==> src/rtl/cpu_pkg.sv <==
// cpu_pkg
//   Types and constants shared by the front end of the CPU.
//   ADDR_W / INSTR_W : PC / byte-address width and instruction width
//   INSTR_NOP        : value held in an empty instruction slot
//   fetch_entry_t    : one fetched word together with its byte address
package cpu_pkg;

    localparam int ADDR_W  = 32;
    localparam int INSTR_W = 32;

    localparam logic [INSTR_W-1:0] INSTR_NOP = 32'h00000000;

    typedef struct packed {
        logic [ADDR_W-1:0]  pc;
        logic [INSTR_W-1:0] instr;
    } fetch_entry_t;

endpackage

==> src/rtl/fetch_skid_buf.sv <==
// fetch_skid_buf
//   Two-entry in-order buffer between the instruction memory response and
//   the decoder: an output register that drives the consumer plus one skid
//   register that catches a word arriving while the output is held.
// Ports
//   clk, rst   : clock, synchronous active-high reset
//   flush      : discard both entries (beats push)
//   push       : push_data is written this cycle
//   push_data  : {pc, instr} entry being written
//   pop        : consumer takes out_data this cycle (only meaningful with out_valid)
//   out_valid  : out_data holds a valid entry
//   out_data   : oldest entry
//   occ        : number of valid entries (0..2)
module fetch_skid_buf
    import cpu_pkg::*;
(
    input  logic         clk,
    input  logic         rst,
    input  logic         flush,
    input  logic         push,
    input  fetch_entry_t push_data,
    input  logic         pop,
    output logic         out_valid,
    output fetch_entry_t out_data,
    output logic [1:0]   occ
);

    fetch_entry_t out_reg, out_next;
    fetch_entry_t skid_reg, skid_next;
    logic         out_v_reg, out_v_next;
    logic         skid_v_reg, skid_v_next;
    logic         out_free;

    // The output slot can take a new entry if it is empty or being popped.
    assign out_free = !out_v_reg || pop;

    always_comb begin
        out_next    = out_reg;
        skid_next   = skid_reg;
        out_v_next  = out_v_reg;
        skid_v_next = skid_v_reg;

        if (flush) begin
            out_v_next  = 1'b0;
            skid_v_next = 1'b0;
        end else if (out_free) begin
            if (skid_v_reg) begin
                // Skid is older than any incoming word, so it refills the
                // output first and the new word (if any) takes its place.
                out_next    = skid_reg;
                out_v_next  = 1'b1;
                skid_v_next = push;
                if (push) begin
                    skid_next = push_data;
                end
            end else begin
                out_v_next = push;
                if (push) begin
                    out_next = push_data;
                end
            end
        end else if (push) begin
            // Output is held; the issue logic guarantees the skid is empty here.
            skid_next   = push_data;
            skid_v_next = 1'b1;
        end
    end

    always_ff @(posedge clk) begin
        if (rst) begin
            out_reg    <= '0;
            skid_reg   <= '0;
            out_v_reg  <= 1'b0;
            skid_v_reg <= 1'b0;
        end else begin
            out_reg    <= out_next;
            skid_reg   <= skid_next;
            out_v_reg  <= out_v_next;
            skid_v_reg <= skid_v_next;
        end
    end

    assign out_valid = out_v_reg;
    assign out_data  = out_reg;
    assign occ       = {1'b0, out_v_reg} + {1'b0, skid_v_reg};

endmodule

==> src/rtl/fetch_unit.sv <==
// fetch_unit
//   Instruction-fetch stage in front of a 1-cycle registered instruction
//   memory. Owns the PC, tracks the word in flight, buffers up to two
//   fetched words and hands {pc, instr} to the decoder over valid/ready.
//   Widths come from cpu_pkg (ADDR_W, INSTR_W).
// Parameters
//   RESET_PC    : PC loaded on reset
//   IMEM_BYTES  : memory size; fetching from pc > IMEM_BYTES-4 faults
// Ports
//   clk, rst        : clock, synchronous active-high reset
//   imem_addr       : byte address to memory (= current PC)
//   imem_instr      : memory data, valid the cycle after imem_addr was sampled
//   redirect_valid  : branch/jump taken; redirect_pc is the target
//   redirect_pc     : redirect target byte address
//   if_valid        : if_instr / if_pc / if_pc_plus4 hold a fetched word
//   if_ready        : decoder accepts this cycle
//   if_instr        : fetched instruction
//   if_pc           : byte address of if_instr
//   if_pc_plus4     : if_pc + 4 (zero while if_valid is low)
//   fetch_fault     : sticky misaligned / out-of-range fault; halts fetch
module fetch_unit
    import cpu_pkg::*;
#(
    parameter logic [ADDR_W-1:0] RESET_PC   = '0,
    parameter int                IMEM_BYTES = 128
) (
    input  logic               clk,
    input  logic               rst,
    output logic [ADDR_W-1:0]  imem_addr,
    input  logic [INSTR_W-1:0] imem_instr,
    input  logic               redirect_valid,
    input  logic [ADDR_W-1:0]  redirect_pc,
    output logic               if_valid,
    input  logic               if_ready,
    output logic [INSTR_W-1:0] if_instr,
    output logic [ADDR_W-1:0]  if_pc,
    output logic [ADDR_W-1:0]  if_pc_plus4,
    output logic               fetch_fault
);

    localparam logic [ADDR_W-1:0] PC_LIMIT = ADDR_W'(IMEM_BYTES - 4);

    logic [ADDR_W-1:0] pc_reg, pc_next;
    logic [ADDR_W-1:0] resp_pc_reg, resp_pc_next;
    logic              resp_v_reg, resp_v_next;
    logic              fault_reg, fault_next;

    logic              pop;
    logic              can_issue;
    logic              range_fault;
    logic              align_fault;
    logic              issue;
    logic [1:0]        buf_occ;
    logic [1:0]        occ_total;
    logic [1:0]        occ_after_pop;

    logic              buf_valid;
    fetch_entry_t      buf_data;
    fetch_entry_t      resp_entry;

    assign pop = buf_valid && if_ready;

    // Buffered words plus the word in flight never exceed two, so a 2-bit
    // count is enough. Issue only if the landing word will have a slot.
    assign occ_total     = buf_occ + {1'b0, resp_v_reg};
    assign occ_after_pop = occ_total - {1'b0, pop};

    assign can_issue   = !redirect_valid && !fault_reg && (occ_after_pop < 2'd2);
    assign range_fault = can_issue && (pc_reg > PC_LIMIT);
    assign issue       = can_issue && !range_fault;
    assign align_fault = redirect_valid && (redirect_pc[1:0] != 2'b00);

    always_comb begin
        pc_next      = pc_reg;
        resp_v_next  = 1'b0;
        resp_pc_next = resp_pc_reg;
        fault_next   = fault_reg | align_fault | range_fault;

        if (redirect_valid) begin
            // The word in flight is dropped by leaving resp_v low.
            pc_next = redirect_pc;
        end else if (issue) begin
            pc_next      = pc_reg + ADDR_W'(4);
            resp_v_next  = 1'b1;
            resp_pc_next = pc_reg;
        end
    end

    always_ff @(posedge clk) begin
        if (rst) begin
            pc_reg      <= RESET_PC;
            resp_pc_reg <= '0;
            resp_v_reg  <= 1'b0;
            fault_reg   <= 1'b0;
        end else begin
            pc_reg      <= pc_next;
            resp_pc_reg <= resp_pc_next;
            resp_v_reg  <= resp_v_next;
            fault_reg   <= fault_next;
        end
    end

    assign resp_entry = '{pc: resp_pc_reg, instr: imem_instr};

    // A redirect flushes the buffer, which also discards a word landing
    // in the same cycle.
    fetch_skid_buf u_skid_buf (
        .clk       (clk),
        .rst       (rst),
        .flush     (redirect_valid),
        .push      (resp_v_reg),
        .push_data (resp_entry),
        .pop       (pop),
        .out_valid (buf_valid),
        .out_data  (buf_data),
        .occ       (buf_occ)
    );

    assign imem_addr   = pc_reg;
    assign if_valid    = buf_valid;
    assign if_instr    = buf_data.instr;
    assign if_pc       = buf_data.pc;
    assign if_pc_plus4 = buf_valid ? (buf_data.pc + ADDR_W'(4)) : '0;
    assign fetch_fault = fault_reg;

endmodule

==> config.mk <==
export PLATFORM = sky130hd
export DESIGN_NAME = fetch_unit
export DESIGN_NICKNAME = d
export VERILOG_FILES = /design/src/rtl/cpu_pkg.sv /design/src/rtl/fetch_skid_buf.sv /design/src/rtl/fetch_unit.sv
export SDC_FILE = /design/constraint.sdc
export NUM_CORES = 1
export LEC_CHECK = 0
export ABC_CLOCK_PERIOD_IN_PS = 2850
export BUFFER_PORTS_ARGS = -buffer_cell sky130_fd_sc_hd__buf_2
export CAP_MARGIN = 10
export CORE_ASPECT_RATIO = 0.7
export CORE_MARGIN = 10
export CORE_UTILIZATION = 30
export CTS_CLUSTER_SIZE = 28
export DETAILED_ROUTE_END_ITERATION = 8
export PLACE_DENSITY = 0.5
export SETUP_SLACK_MARGIN = 0.4
export SYNTH_ARGS = -nofsm -noshare
export SYNTH_HDL_FRONTEND = slang
export SYNTH_HIERARCHICAL = 1
export SYNTH_SLANG_ARGS = --single-unit
==> constraint.sdc <==
create_clock -name clk -period 2.85 [get_ports clk]
set_input_delay 0 -clock clk [delete_from_list [all_inputs] [get_ports clk]]
set_output_delay 0 -clock clk [all_outputs]
set_load 0.005 [all_outputs]
After elaboration in Yosys (flattened, before gate mapping). Index checks and enable logic that the tools add are counted.

Add/sub/neg operators: 5. Order comparisons: 2. Equal/unequal tests: 1. Muxes and demuxes: 13. Bitwise gates (word level): 3. Reductions and logical operators: 19.

Operators with widths (count): $mux W64 (5); $mux W32 (3); $add A32 B3 Y32 const B (2); $gt A32 B7 Y1 const B (1); $reduce_bool A2 Y1 (4); $logic_and A1 B1 Y1 (6); $mux W1 (5); $logic_not A1 Y1 (4); $reduce_and A2 Y1 (2); $reduce_and A3 Y1 (1); $add A1 B1 Y2 (1); $add A2 B1 Y2 (1); $lt A2 B2 Y1 const B (1); $ne A2 B1 Y1 const B (1); $or A1 B1 Y1 (2); $reduce_or A2 Y1 (1); $sub A2 B1 Y2 (1); $logic_or A1 B1 Y1 (1); $not A1 Y1 (1).

Register bits after elaboration: 196. Bits of input ports: 68. Output and inout bits: 130. Logic and storage cells: 53.

Longest topological paths before layout.
Depth in word-level cells: 10. Gate-level depth with buffers: 9. Mapped depth without buffers: 8.

Modules after synthesis. Netlist, hierarchy kept.

Modules (own cells, without submodules): fetch_skid_buf (instances 1, cells an instance 583, area each 6236.0 µm², sequential area each 2602.5 µm²); fetch_unit (instances 1, cells an instance 349, area each 3084.2 µm², sequential area each 1321.3 µm²).

Worst setup path before layout. No wires, ideal clock.

Path type: flip-flop to flip-flop. From: register u_skid_buf.out_v_reg, in the netlist u_skid_buf/out_valid. To: register pc_reg[20], in the netlist imem_addr[20]. Setup time: 117 ps. Data arrival time: 2071 ps. Required time: 2733 ps. Slack: 662 ps. Stages on the path, launching flop included: 10. Path buffers: 1. Clock period less this slack: 2188 ps. Cell sequence: dfxtp_1 -> ha_1 -> inv_1 -> ha_1 -> nor2b_1 -> xnor2_1 -> nor3_2 -> a211oi_4 -> buf_6 -> a22o_1.

Word-level cells in the longest chain between the ends: 9. Elaborated cells between the ends (all ways): 10. Classes of those cells: 3 x add/sub; 1 x order compare; 6 x reduce/logical.

RTL lines: from (decl) (line fetch_skid_buf.sv:30) `logic out_v_reg, out_v_next;`; from (signal assigned) (line fetch_skid_buf.sv:78) `out_v_reg <= out_v_next;`; $add A1 B1 Y2 * (line fetch_skid_buf.sv:85) `assign occ = {1'b0, out_v_reg} + {1'b0, skid_v_reg};`; via buf_occ[0] (line fetch_unit.sv:53) `logic [1:0] buf_occ;`; $add A2 B1 Y2 * (line fetch_unit.sv:65) `assign occ_total = buf_occ + {1'b0, resp_v_reg};`; $sub A2 B1 Y2 * (line fetch_unit.sv:66) `assign occ_after_pop = occ_total - {1'b0, pop};`; $lt A2 B2 Y1 * (line fetch_unit.sv:68) `assign can_issue = !redirect_valid && !fault_reg && (occ_after_pop < 2'd2);`; $logic_and A1 B1 Y1 * (line fetch_unit.sv:68); $logic_and A1 B1 Y1 (line fetch_unit.sv:69) `assign range_fault = can_issue && (pc_reg > PC_LIMIT);`; $logic_not A1 Y1 (line fetch_unit.sv:70) `assign issue = can_issue && !range_fault;`; $logic_and A1 B1 Y1 * (line fetch_unit.sv:70); $reduce_bool A2 Y1 (no line) *; to (signal assigned) (line fetch_unit.sv:96) `pc_reg <= pc_next;`; to (decl) (line fetch_unit.sv:43) `logic [ADDR_W-1:0] pc_reg, pc_next;`.

Mark *: on every way through the listed nets, which the timed path passes. The rest lies on a longest branch. A chain may end at the register's enable or synchronous reset.

Final worst setup path.
From: register u_skid_buf.out_reg, in the netlist u_skid_buf/out_data[46]. To: output if_pc_plus4[30].

Word-level cells in the longest chain between the ends: 2.

RTL lines: from (decl) (line fetch_skid_buf.sv:28) `fetch_entry_t out_reg, out_next;`; from (signal assigned) (line fetch_skid_buf.sv:76) `out_reg <= out_next;`; $add A32 B3 Y32 (line fetch_unit.sv:123) `assign if_pc_plus4 = buf_valid ? (buf_data.pc + ADDR_W'(4)) : '0;`; $mux W32 (line fetch_unit.sv:123); to (decl) (line fetch_unit.sv:37) `output logic [ADDR_W-1:0] if_pc_plus4,`.

Every way passes these cells.

==> summary.md <==
| Metric | Value |
|---|---|
| Power Dens Cells | 459 nW/um^2 |
| Post-synth EDFFs | 0 |
| Die ar. | 38600 sq um |
| Bufs on Longest Clock Path | 2 |
| Hold Path Sink | u_skid_buf/skid_v_reg |
| Post-DP HPWL | about 18000 um |
| Final period util | between 80% and 90% |
| Max incr delay on CP | 400 ps |
| Reg-to-Reg End | imem_addr[2] |
| Final Critical Period | around 2400 ps |
| Initial antenna violation count | 1 |
| Die X | 231 um |
| Core area | 30300 sq um |
| Final Wtd Congestion | 0.780 |
| Status | finished, final reports clean |
| Critical path arrival | 2410 ps |
| Synth Instances | about 930 |
| Worst r2r path cells | 8 |
| Syn nets | 1004 |
| Site Rows | 53 |
| Slew at the pin closest to its max-slew limit | 1020 ps |
| CP max stage cell | or4_1 |
| Most frequent cells in the layout | buf_2 (197), dfxtp_1 (184), mux2i_1 (135) |
| Fraction of registers with async set/reset | 0% |
| Leakage power | between 4 and 5 nW |
| CTS tree | yes |
| Maximum clock frequency | 415 MHz |
| Final WL | approximately 28000 um |
| Hold_sp | if_ready |
| Remaining DRCs | 0 |
| Total CTS buffers | 17 |
| CTS HTree Levels | 4 |
| Clock Latency Late Sink | 440 ps |
| Worst Path Max Fanout | 5 |
| Clock skew | 12.2 ps |
| Hold WC Path Type | input pin to register |
| Max_cap viols | 0 |
| FF+latch count, synth | 196 |
| First-pass DRT Iterations | 4 |
| Post-Syn Area | approximately 9300 sq um |
| Clk slew on worst S/H paths | roughly 70 ps |
| Aggregate global routing overflow | 0 |
| Setup crit start kind | register |
| First-pass GRT wire length | between 40000 and 50000 um |
| Pre-CTS setup slack | 429 ps |
| FF-to-FF Start | u_skid_buf/out_valid |
| Most common cell after layout, fill and taps aside | buf_2 |
| CTS Root Cell | clkbuf_16 |
| Sequential share of the synthesized area | between 40 and 50% |
| Clock sink total | 196 |
| Worst endpoint required time | 2850 ps |
| Final hold violations | 0 |
| Antenna-violating nets left | 0 |
| Worst Setup End Kind | output pin |
| Final net count | 1245 |
| Total power | 5.53 mW |
| Setup ws final | 443 ps |
| Worst Path Class, Setup | register to output pin |
| Starting Density | between 30% and 40% |
| All-Layer GR Usage | around 14% |
| Routed length per instance | 17.7 um |
| Syn-to-layout area delta | 29.4% |
| Netlist cell types | 54 |
| I/O pin cnt | slightly below 200 |
| Hold path cells | 5 |
| Final setup fails | 0 |
| R2r setup slk | 570 ps |
| Post-synth top flop | dfxtp_1 |
| Post-Route Utilization | 39.8% |
| Yosys warning count | 6 |
| Initial DRC Count | between 400 and 500 |
| Vias in the first global route | 7454 |
| Pins Over Slew Limit | 0 |
| Die H | roughly 170 um |
| RSZ-0062 raised after global routing | yes |
| Layout cell share with drive strength beyond 1 | between 30% and 40% |
| Via/cell ratio | 4.77 |
| Pin count of the biggest net entering global routing | approximately 130 |
| Setup_tns | 0 ps |
| Critical-path cell list | and4_4 -> and3_4 -> nand4_1 -> buf_4 -> or4_1 -> a21oi_1 -> buf_2 |
| Rel. slew slack | between 30% and 40% |
| PortBufs | 197 |
| Peak VDD IR | around 0.38 mV |
| Synth Area per Inst | 10.0 sq um |
| Vias | 7616 |
cells by family (layout without fill, tap and decap cells):
group                    Yosys count  count (layout)  share of synthesized area [%]
other                              0               1                              0
adder cells (fa/ha/maj)            4               4                          0.537
multiplexers                     135             135                           14.5
AND/OR/NAND/NOR                  282             282                           17.9
XOR/XNOR                          17              17                           1.60
buffers and inverters             87             340                           5.33
flip-flops                       196             196                           42.1
AO/OA/AOI/OAI                    211             211                           18.0
worst max path at each step:
stage,startpoint,endpoint,slack (ps),cells past startpoint
6_report,u_skid_buf/out_data[46],if_pc_plus4[30],440,7
3_3_place_gp,u_skid_buf/out_valid,imem_addr[13],480,8
4_1_cts,u_skid_buf/out_data[45],if_pc_plus4[28],400,7
5_1_grt,u_skid_buf/out_data[41],if_pc_plus4[30],350,7
2_1_floorplan,u_skid_buf/out_valid,imem_addr[20],660,9
3_5_place_dp,u_skid_buf/out_data[34],if_pc_plus4[30],430,7
cell type report:
type	count	area, sq um
clock buffers	25	485
diodes	1	2.50
inverters	11	45.0
well taps	412	515
multi-input cells	649	4990
clock inverters	6	71.3
flip-flops and latches	196	3960
fillers	3034	18200
repair buffers	298	1990
metrics by stage:
| stage | cells | hold WS (ps) | area [sq um] |
|---|---|---|---|
| final | 1598 | 103 | 12100 |
| after global routing | 1598 | 120 | 12100 |
| after CTS | 1586 | 76.3 | 11900 |
| after detailed placement | 1485 | 213 | 10600 |
| after global placement | 1485 | 211 | 10600 |
| after floorplan | 932 | 78.5 | 9320 |
routing by layer:
layer | wire (um) | vias up | part of all wire, % | GRT usage [%]
met5 | 0 | - | 0 | 0
met4 | 260 | 0 | 0.92 | 3.48
met3 | 1270 | 14 | 4.5 | 3.46
met2 | 12600 | 138 | 45 | 21.5
met1 | 14100 | 3654 | 50 | 19.7
li1 | - | 3810 | - | -
cell usage after synthesis (3+ instances only):
library cell | count | area [sq um]
nand3_1 | 20 | 100
o21ai_0 | 17 | 85.1
dfxtp_1 | 196 | 3920
buf_6 | 16 | 180
nand2_1 | 19 | 71.3
and2_1 | 32 | 200
a211oi_1 | 5 | 37.5
buf_2 | 19 | 95.1
nor3_1 | 6 | 30.0
or3_1 | 8 | 50.1
a21oi_1 | 85 | 425
nor3b_1 | 3 | 22.5
buf_1 | 7 | 26.3
clkbuf_1 | 27 | 101
xor2_1 | 6 | 52.6
o211ai_1 | 3 | 22.5
nand2b_1 | 130 | 813
a22o_1 | 19 | 166
ha_1 | 4 | 50.1
a211oi_2 | 60 | 751
or4_1 | 7 | 52.6
nor4_1 | 3 | 18.8
o31ai_1 | 7 | 52.6
inv_1 | 10 | 37.5
clkbuf_4 | 3 | 22.5
nor2_1 | 31 | 116
nand4_1 | 8 | 50.1
and3_1 | 4 | 25.0
mux2i_1 | 135 | 1350
buf_4 | 4 | 30.0
xnor2_1 | 11 | 96.3
a31oi_1 | 5 | 31.3
worst max-delay path, delay by kind of cell, from the launching register on:
family          cells  cell delay (ps)
compound gates      1              230
buf+inv             2              380
simple gates        4              980
flops               1              370
timing repair:
item	4_1_cts	5_1_grt
gates resized for setup	25	11
endpoints found under the hold margin	97	0
gates cloned	1	0
endpoints found under the setup margin	15	57
pin swaps	3	7
hold buffers	64	0
setup buffers	5	11
power breakdown:
group / leakage (nW) / total [mW] / internal (mW) / switching (mW)
registers: 1.59 / 2.79 / 2.76 / 0.0314
logic: 2.46 / 0.385 / 0.202 / 0.184
clock network: 0.264 / 2.35 / 1.28 / 1.07
total: 4.32 / 5.53 / 4.24 / 1.29
No activity file was read; power rests on OpenSTA's default activity.
